$ cat config.mk
export PLATFORM = sky130hd
export DESIGN_NAME = mi_switch_2x2_router_flat
export DESIGN_NICKNAME = d
export VERILOG_FILES = /design/src/rtl/mi_switch_2x2_router_if.sv /design/src/rtl/mi_switch_2x2_router.sv /design/src/flat_wrapper.sv
export SDC_FILE = /design/constraint.sdc
export NUM_CORES = 1
export LEC_CHECK = 0
export ABC_AREA = 1
export CELL_PAD_IN_SITES_DETAIL_PLACEMENT = 1
export CELL_PAD_IN_SITES_GLOBAL_PLACEMENT = 1
export CORE_UTILIZATION = 31
export CTS_BUF_LIST = sky130_fd_sc_hd__clkbuf_16
export CTS_CLUSTER_DIAMETER = 30
export DETAILED_ROUTE_END_ITERATION = 7
export GPL_ROUTABILITY_DRIVEN = 0
export GPL_TIMING_DRIVEN = 0
export PLACE_DENSITY = 0.87
export SYNTH_ARGS = -nofsm -noshare
export SYNTH_HDL_FRONTEND = slang
export SYNTH_SLANG_ARGS = --single-unit
$ cat constraint.sdc
create_clock -name clk -period 1.7 [get_ports clk]
set_input_delay 0.34 -clock clk [delete_from_list [all_inputs] [get_ports clk]]
set_output_delay 0.34 -clock clk [all_outputs]
set_load 0.005 [all_outputs]
$ cat src/rtl/mi_switch_2x2_router_if.sv
// Valid/ready payload channel used for every port of the 2x2 switch element.
// master drives data/valid and samples ready; slave is the receiving side.
interface mi_switch_2x2_router_if #(
    parameter int WIDTH = 64
);
    logic [WIDTH-1:0] data;
    logic             valid;
    logic             ready;

    modport master (output data, output valid, input  ready);
    modport slave  (input  data, input  valid, output ready);
endinterface

$ cat src/rtl/mi_switch_2x2_router.sv
// Self-routing 2x2 switch element for the multistage interconnect network.
// Each input word carries its destination in bit ROUTE_BIT (0 = left_out,
// 1 = right_out). When both inputs target the same output, a per-output
// priority bit picks the winner and then hands priority to the loser.
//
// Optional build macro MI_SWITCH_OUT_FIFO_EN: each output becomes a 2-entry
// FIFO whose accept term is purely registered, which cuts the combinational
// path from out ready back to in ready. Undefined: a single output register.
module mi_switch_2x2_router #(
    parameter int WIDTH     = 64,
    parameter int ROUTE_BIT = 0
) (
    input  logic                  clk,
    input  logic                  rst,
    mi_switch_2x2_router_if.slave  left_in,
    mi_switch_2x2_router_if.slave  right_in,
    mi_switch_2x2_router_if.master left_out,
    mi_switch_2x2_router_if.master right_out
);
    // All 2-bit vectors below are indexed by output: 0 = left_out, 1 = right_out.
    logic             dest_l, dest_r;
    logic [1:0]       req_l, req_r;
    logic [1:0]       acc, prio, contest;
    logic [1:0]       gnt_l, gnt_r, push;
    logic [1:0]       out_vld, out_rdy;
    logic [WIDTH-1:0] push_data [2];
    logic [WIDTH-1:0] out_data  [2];

    assign dest_l  = left_in.data[ROUTE_BIT];
    assign dest_r  = right_in.data[ROUTE_BIT];
    assign req_l   = {left_in.valid  &  dest_l, left_in.valid  & ~dest_l};
    assign req_r   = {right_in.valid &  dest_r, right_in.valid & ~dest_r};
    assign out_rdy = {right_out.ready, left_out.ready};

    // Arbitration: a lone requester wins; on contention prio names the winner.
    always_comb begin
        gnt_l   = '0;
        gnt_r   = '0;
        contest = '0;
        for (int o = 0; o < 2; o++) begin
            contest[o] = req_l[o] & req_r[o];
            if (!rst && acc[o]) begin
                if (contest[o]) begin
                    gnt_l[o] = ~prio[o];
                    gnt_r[o] =  prio[o];
                end else begin
                    gnt_l[o] = req_l[o];
                    gnt_r[o] = req_r[o];
                end
            end
        end
    end

    // An input targets exactly one output, so OR-ing its grants is its ready.
    assign left_in.ready  = |gnt_l;
    assign right_in.ready = |gnt_r;
    assign push           = gnt_l | gnt_r;
    assign push_data[0]   = gnt_r[0] ? right_in.data : left_in.data;
    assign push_data[1]   = gnt_r[1] ? right_in.data : left_in.data;

    // Priority flips to the loser only after a contested grant.
    always_ff @(posedge clk) begin
        if (rst) prio <= '0;
        else     prio <= prio ^ (contest & push);
    end

    for (genvar o = 0; o < 2; o++) begin : g_out
`ifdef MI_SWITCH_OUT_FIFO_EN
        logic [WIDTH-1:0] mem [2];
        logic             wp, rp, pop;
        logic [1:0]       cnt;

        assign pop = (cnt != 2'd0) && out_rdy[o];

        // 2-entry FIFO; a pop at count 2 only frees space for the next cycle.
        always_ff @(posedge clk) begin
            if (rst) begin
                mem[0] <= '0;
                mem[1] <= '0;
                wp     <= 1'b0;
                rp     <= 1'b0;
                cnt    <= 2'd0;
            end else begin
                if (push[o]) begin
                    mem[wp] <= push_data[o];
                    wp      <= ~wp;
                end
                if (pop) rp <= ~rp;
                cnt <= cnt + {1'b0, push[o]} - {1'b0, pop};
            end
        end

        assign acc[o]      = ~cnt[1];
        assign out_vld[o]  = cnt != 2'd0;
        assign out_data[o] = mem[rp];
`else
        logic             vld_q;
        logic [WIDTH-1:0] data_q;

        // Single output register; load on grant, clear valid when taken.
        always_ff @(posedge clk) begin
            if (rst) begin
                vld_q  <= 1'b0;
                data_q <= '0;
            end else if (push[o]) begin
                vld_q  <= 1'b1;
                data_q <= push_data[o];
            end else if (out_rdy[o]) begin
                vld_q  <= 1'b0;
            end
        end

        assign acc[o]      = !vld_q || out_rdy[o];
        assign out_vld[o]  = vld_q;
        assign out_data[o] = data_q;
`endif
    end

    assign left_out.data   = out_data[0];
    assign left_out.valid  = out_vld[0];
    assign right_out.data  = out_data[1];
    assign right_out.valid = out_vld[1];
endmodule
$ cat src/flat_wrapper.sv
// flat-port wrapper written by rule: the top's interface ports become plain ports
module mi_switch_2x2_router_flat 
#(
    parameter int WIDTH     = 64,
    parameter int ROUTE_BIT = 0
)
  (clk, rst, left_in_data, left_in_valid, left_in_ready, right_in_data, right_in_valid, right_in_ready, left_out_data, left_out_valid, left_out_ready, right_out_data, right_out_valid, right_out_ready);
  mi_switch_2x2_router_if #(.WIDTH(WIDTH)) left_in_i ();
  mi_switch_2x2_router_if #(.WIDTH(WIDTH)) right_in_i ();
  mi_switch_2x2_router_if #(.WIDTH(WIDTH)) left_out_i ();
  mi_switch_2x2_router_if #(.WIDTH(WIDTH)) right_out_i ();
  input  logic clk;
  input  logic rst;
  input wire logic [$bits(left_in_i.data)-1:0] left_in_data;
  input wire logic [$bits(left_in_i.valid)-1:0] left_in_valid;
  output wire logic [$bits(left_in_i.ready)-1:0] left_in_ready;
  input wire logic [$bits(right_in_i.data)-1:0] right_in_data;
  input wire logic [$bits(right_in_i.valid)-1:0] right_in_valid;
  output wire logic [$bits(right_in_i.ready)-1:0] right_in_ready;
  output wire logic [$bits(left_out_i.data)-1:0] left_out_data;
  output wire logic [$bits(left_out_i.valid)-1:0] left_out_valid;
  input wire logic [$bits(left_out_i.ready)-1:0] left_out_ready;
  output wire logic [$bits(right_out_i.data)-1:0] right_out_data;
  output wire logic [$bits(right_out_i.valid)-1:0] right_out_valid;
  input wire logic [$bits(right_out_i.ready)-1:0] right_out_ready;
  assign left_in_i.data = left_in_data;
  assign left_in_i.valid = left_in_valid;
  assign left_in_ready = left_in_i.ready;
  assign right_in_i.data = right_in_data;
  assign right_in_i.valid = right_in_valid;
  assign right_in_ready = right_in_i.ready;
  assign left_out_data = left_out_i.data;
  assign left_out_valid = left_out_i.valid;
  assign left_out_i.ready = left_out_ready;
  assign right_out_data = right_out_i.data;
  assign right_out_valid = right_out_i.valid;
  assign right_out_i.ready = right_out_ready;
  mi_switch_2x2_router #(.WIDTH(WIDTH), .ROUTE_BIT(ROUTE_BIT)) u_core (.clk(clk), .rst(rst), .left_in(left_in_i), .right_in(right_in_i), .left_out(left_out_i), .right_out(right_out_i));
endmodule
==> results of run 1 <==
-- cell type report --
| class | instances | share of cell area (%) |
|---|---|---|
| Sequential cell | 132 | 22.6 |
| Tap cell | 324 | 3.47 |
| Timing Repair Buffer | 283 | 23.9 |
| Clock buffer | 17 | 3.64 |
| Inverter | 328 | 10.6 |
| Antenna cell | 3 | 0.0643 |
| Multi-Input combinational cell | 726 | 29.2 |
| Clock inverter | 15 | 1.08 |
| Buffer | 93 | 5.45 |
-- worst register-to-register path: cells and delay by family (launching register included) --
family                 cells  cell delay (ns)
AO/OA/AOI/OAI              2             0.29
flip-flops                 1             0.34
AND/OR/NAND/NOR            2             0.18
buffers and inverters      6             0.78
-- cell usage in the layout (no fill, tap or decap), types with 3 or more instances in the layout --
| cell type | count |
|---|---|
| clkinv_2 | 5 |
| clkbuf_2 | 10 |
| buf_4 | 25 |
| clkinv_1 | 35 |
| inv_2 | 6 |
| nand2_1 | 386 |
| clkbuf_4 | 9 |
| clkinvlp_4 | 3 |
| buf_2 | 29 |
| a21oi_1 | 67 |
| buf_6 | 19 |
| clkdlybuf4s50_1 | 253 |
| nand4_1 | 127 |
| buf_1 | 10 |
| inv_1 | 291 |
| dlygate4sd2_1 | 6 |
| dlymetal6s2s_1 | 3 |
| nand3_1 | 128 |
| diode_2 | 3 |
| clkbuf_16 | 17 |
| dfxtp_1 | 130 |
| buf_8 | 3 |
| nand3_4 | 4 |
| clkbuf_1 | 7 |
-- routing by layer --
layer	vias to the layer above	GRT usage [%]	share of wire, %
li1	4535	-	-
met1	4586	32.9	43
met4	0	12.2	3.9
met5	-	0	0
met2	344	45.0	48
met3	74	4.55	5.0
-- path summary, 6_finish.rpt --
check	end	cells after the start	startpoint
worst max-delay path	left_in_ready	5	u_core.right_out.valid
worst min-delay path	u_core.left_out.valid	4	left_out_ready
worst max register to register	u_core.left_out.data[13]	10	u_core.left_out.valid
worst min register to register	u_core.left_out.data[0]	2	u_core.left_out.data[0]
-- power by group through the flow --
| stage | sequential (mW) | clock [mW] | combinational (mW) |
|---|---|---|---|
| after floorplan | 3.53 | 0 | 1.00 |
| after global placement | 3.53 | 0 | 2.18 |
| after detailed placement | 3.54 | 0 | 2.25 |
| after CTS | 3.47 | 3.62 | 2.32 |
| after global routing | 3.50 | 3.77 | 2.57 |
| final | 3.47 | 3.58 | 2.36 |
-- logic make-up after synthesis --
| logic type | count (synthesis) |
|---|---|
| AO/OA/AOI/OAI | 74 |
| buffers and inverters | 421 |
| flip-flops | 132 |
| AND/OR/NAND/NOR | 652 |
-- metrics by stage --
stage	total power [mW]	setup slack, ns	TNS [ns]	instance area (sq um)	hold WS (ns)
2_1_floorplan	4.54	0.195	0	7760	0.441
3_3_place_gp	5.71	-1.18	-69.21	10800	0.451
3_5_place_dp	5.79	-1.19	-69.75	10800	0.450
4_1_cts	9.41	-0.0421	-0.0699	11600	0.326
5_1_grt	9.84	-0.117	-0.494	11700	0.368
6_report	9.41	-0.0546	-0.0989	11700	0.372
-- flip-flops by register name, indices dropped and copies added, names as in the netlist --
| signal | flops |
|---|---|
| u_core.left_out.valid | 1 |
| u_core.prio | 2 |
| u_core.right_out.valid | 1 |
| u_core.right_out.data | 64 |
| u_core.left_out.data | 64 |
-- repair_timing --
item / 4_1_cts / 5_1_grt
cloned: 0 / 1
setup buffers: 14 / 4
setup endpoints to repair: 122 / 122
pin swaps: 7 / 0
gates resized for setup: 45 / 42
==> impl_metrics.yaml, run 1 <==
status:
  status: "finished with violations"
  violations: "setup timing"
drt:
  antenna_left: 0
  routedWlPerCell_um: 18.1
  first_pass_iters: 5
  drc: 0
  num_vias: 9539
  drt_iter0_markers: 480
  via_per_inst: 4.97
  finalWirelength_um: 34700
cts:
  tritoncts: "done"
  clock_sinks: 132
  cts_max_level: 4
  cts_buffer_depth: 2
  cts_hold_buffers: 0
  insertion_delay_ns: 0.41
  cts_buffers: 17
  clk_pin_slew_worst_paths_ns: 0.06
  cts_root_buffer: "clkbuf_16"
synthesis:
  synthMuxAreaShare_pct: 0
  synth-seq-cells: 132
  synth_area_leaders: "dfxtp_1, nand2_1, inv_1, nand4_1, nand3_1"
  synth_top_area_share_pct: 34.0
  synth_xor_area_share_pct: 0
  avgSynthCellArea_sq_um: 6.07
  ys_types: 22
  synth_compound_area_share_pct: 5.12
  synth-edff-count: 0
  synth_fa_ha_area_share_pct: 0
  synth-seq-area-share_pct: 34.0
  syn_inst: 1279
  synth_ff_type: "dfxtp_1"
  synth_area_sq_um: 7760
  synth_top_family_by_area: "simple AND/OR/NAND/NOR gates"
  yosysMostFrequentCell: "nand2_1"
  yosysTopAreaCell: "dfxtp_1"
  synth_common_cells: "nand2_1, inv_1, dfxtp_1, nand3_1, nand4_1"
  synthArstFlopShare_pct: 0
  syn_nets: 1413
  synthSimpleGateAreaFrac_pct: 38.1
  synth_warnings: 0
layout:
  multiInputGateArea_sq_um: 3410
  drive_gt1_share_pct: 9.16
  final.fill_count: 3248
  nNetsFinal: 1715
  syn2layout_area_growth_pct: 50.4
  ff_latch_area_sq_um: 2650
  fin_cells: 1921
  fin_util_pct: 47.7
run:
  max_cap_viol_count: 0
die:
  initial_core_util_pct: 31.7
  die_y_um: 160
  coreArea_sq_um: 24500
  die-area_sq_um: 25700
  rows: 57
  die_w_um: 160
  io_pins: 266
timing:
  fin_skew_ns: 0.00655
  rsz0062_at_grt: "true"
  hold_violations: 0
  fmax_ghz: 0.570
  slew_violations: 0
  finalCriticalPeriod_ns: 1.75
  slew_headroom_pct: 56.7
  setup_violations: 2
  fin_crit_sh_pct: 103
  worst_slew_pin_slew_ns: 0.649
  fin_ws_ns: -0.0546
power:
  clkPwrFrac_pct: 38.0
  leakage_nw: 6.03
  switching_power_mw: 2.82
  internal-power_mw: 6.59
  power_density_nw_per_um2: 806
  p_sw_share_pct: 30.0
  combPwrFrac_pct: 25.1
  peakVddDrop_mv: 0.531
  p_seq_share_pct: 36.9
setup_path:
  crit_required_ns: 1.36
  critPathMaxStageDelay_ns: 0.34
  cp_slowest_cell: "dfxtp_2"
  crit_path_end_kind: "primary output"
  reg2reg_slack_ns: 0.02
  crit_buf_inv: 2
  cp_top_family: "flip-flops"
  critPathArrivalTime_ns: 1.41
  critical_path_class: "flop to primary output"
  worst-path-max-fanout: 3
  startpoint_type: "flop"
  crit_chain: "a21oi_4 > clkbuf_8 > nand2_2 > o22ai_2 > buf_2"
grt:
  antenna_found_initial: 3
  grt_max_degree: 17
  gr-total-overflow: 0
  grt_pass1_vias: 9757
  grt_usage_pct: 26.6
  grt_pass1_wl_um: 53100
hold_path:
  hold_path_class: "primary input to flop"
placed_design:
  port_buffers: 264
  hpwl_um: 25300
  dpl.cell_count: 1867
Power figures use the tool's default switching activity.
==> run 2, diff against run 1 <==
--- a/config.mk
+++ b/config.mk
@@ -15,6 +15,7 @@
 export GPL_ROUTABILITY_DRIVEN = 0
 export GPL_TIMING_DRIVEN = 0
 export PLACE_DENSITY = 0.87
+export RECOVER_POWER = 50
 export SYNTH_ARGS = -nofsm -noshare
 export SYNTH_HDL_FRONTEND = slang
 export SYNTH_SLANG_ARGS = --single-unit
==> impl_metrics.yaml, run 2 (synthesized netlist as in run 1, its figures left out) <==
setup_path:
  crit_chain: "a21oi_4 > clkbuf_8 > nand2_2 > o22ai_2 > buf_2"
  critical_path_class: "flop to primary output"
  worst-path-max-fanout: 3
  r2r_end: "u_core.left_out.data[13]"
  cp_slowest_cell: "dfxtp_2"
  rr_startpoint: "u_core.left_out.valid"
  startpoint_type: "flop"
  crit_buf_inv: 2
  cp_top_family: "flip-flops"
  critPathArrivalTime_ns: 1.42
  crit_cells: 5
  reg2reg_depth: 10
  critPathMaxStageDelay_ns: 0.34
  crit_path_end_kind: "primary output"
  crit_required_ns: 1.36
  reg2reg_slack_ns: 0.02
die:
  io_pins: 266
  coreArea_sq_um: 24500
  rows: 57
  die_y_um: 160
  die_w_um: 160
  die-area_sq_um: 25700
  initial_core_util_pct: 31.7
drt:
  drt_iter0_markers: 480
  first_pass_iters: 5
  finalWirelength_um: 34700
  antenna_left: 0
  routedWlPerCell_um: 18.1
  num_vias: 9541
  via_per_inst: 4.97
  drc: 0
cts:
  cts_buffers: 17
  clk_pin_slew_worst_paths_ns: 0.06
  tritoncts: "done"
  cts_root_buffer: "clkbuf_16"
  insertion_delay_ns: 0.41
  cts_hold_buffers: 0
  clock_sinks: 132
  cts_max_level: 4
  cts_buffer_depth: 2
power:
  power_density_nw_per_um2: 806
  leakage_nw: 6.02
  peakVddDrop_mv: 0.533
status:
  violations: "setup timing"
  status: "finished with violations"
placed_design:
  dpl_worst_slack_ns: -1.19
  hpwl_um: 25300
  port_buffers: 264
  dpl.cell_count: 1867
timing:
  slew_headroom_pct: 56.9
  rsz0062_at_grt: "true"
  worst_slew_pin_slew_ns: 0.647
  fmax_ghz: 0.570
  fin_ws_ns: -0.0556
  slew_violations: 0
  setup_violations: 2
  hold_violations: 0
  finalCriticalPeriod_ns: 1.76
  fin_skew_ns: 0.00660
  fin_crit_sh_pct: 103
hold_path:
  holdPathStages: 4
  whs_endpoint: "u_core.left_out.valid"
  hold_path_class: "primary input to flop"
  hold_start: "left_out_ready"
grt:
  grt_usage_pct: 26.6
  grt_max_degree: 17
  grt_pass1_vias: 9757
  grt_pass1_wl_um: 53100
  gr-total-overflow: 0
  antenna_found_initial: 3
layout:
  ff_latch_area_sq_um: 2650
  final_common_cell: "nand2_1"
  multiInputGateArea_sq_um: 3410
  syn2layout_area_growth_pct: 50.4
  final.fill_count: 3249
  final_cell_mix: "nand2_1, inv_1, clkdlybuf4s50_1"
  fin_cells: 1921
  drive_gt1_share_pct: 9.16
  nNetsFinal: 1715
run:
  max_cap_viol_count: 0
run 2: changes by cell type in the layout (fill, tap and decap cells not counted), sizes merged:
cell / change
clkdlybuf4s25: +1
dlymetal6s2s: -1
run 2: worst min-delay path, cell delays in order:
cell and delay, ns:
dlygate4sd2_1 0.22, inv_2 0.06, nand2_1 0.06, a21oi_1 0.07
run 2: worst max-delay path by stage:
stage                                       from             end  slack (ns)
after detailed placement         left_in_data[0]  right_in_ready       -1.19
final                     u_core.right_out.valid   left_in_ready       -0.06
after global placement           left_in_data[0]  right_in_ready       -1.18
after global routing      u_core.right_out.valid   left_in_ready       -0.12
after CTS                 u_core.right_out.valid   left_in_ready       -0.04
after floorplan                              rst   left_in_ready        0.20
run 2: routing by layer:
layer	global-route usage, %	up-vias	part of all wire (%)	wire, um
met5	0	-	0	0
met4	12.2	0	3.9	1350
met3	4.55	74	5.0	1730
met2	45.0	339	48	16600
met1	32.9	4594	43	15100
li1	-	4534	-	-
run 2: area by class of cell:
| class | count | area share (%) |
|---|---|---|
| buffer | 93 | 5.45 |
| inverter | 328 | 10.6 |
| tap | 324 | 3.47 |
| clock inverter | 15 | 1.08 |
| antenna | 3 | 0.0643 |
| timing repair buffer | 283 | 23.8 |
| multi-input combinational | 726 | 29.2 |
| clock buffer | 17 | 3.64 |
| sequential | 132 | 22.7 |
run 2: report_power, final:
group / switching [mW] / internal [mW]
clock: 1.46 / 2.12
combinational: 1.22 / 1.14
sequential: 0.140 / 3.33
run 2: metrics by stage:
| stage | TNS (ns) | instance area [sq um] | util, % | hold slack, ns | power (mW) |
|---|---|---|---|---|---|
| 6_report | -0.101 | 11700 | 47.7 | 0.371 | 9.41 |
| 5_1_grt | -0.494 | 11700 | 47.7 | 0.368 | 9.84 |
| 4_1_cts | -0.0699 | 11600 | 47.3 | 0.326 | 9.41 |
| 3_5_place_dp | -69.75 | 10800 | 44.2 | 0.450 | 5.79 |
| 3_3_place_gp | -69.21 | 10800 | 44.2 | 0.451 | 5.71 |
| 2_1_floorplan | 0 | 7760 | - | 0.441 | 4.54 |
run 2: timing repair:
action | CTS | global route
endpoints found under the hold margin | 0 | 0
gates cloned | 0 | 1
setup endpoints to repair | 122 | 122
gates resized for setup | 45 | 42
pin swaps | 7 | 0
setup buffers | 14 | 4
==> run 3, diff against run 2 <==
--- a/config.mk
+++ b/config.mk
@@ -8,6 +8,7 @@
 export ABC_AREA = 1
 export CELL_PAD_IN_SITES_DETAIL_PLACEMENT = 1
 export CELL_PAD_IN_SITES_GLOBAL_PLACEMENT = 1
+export CORE_MARGIN = 1
 export CORE_UTILIZATION = 31
 export CTS_BUF_LIST = sky130_fd_sc_hd__clkbuf_16
 export CTS_CLUSTER_DIAMETER = 30
==> results of run 3 <==
Final layout, timing and power as in run 2 (identical DEF).
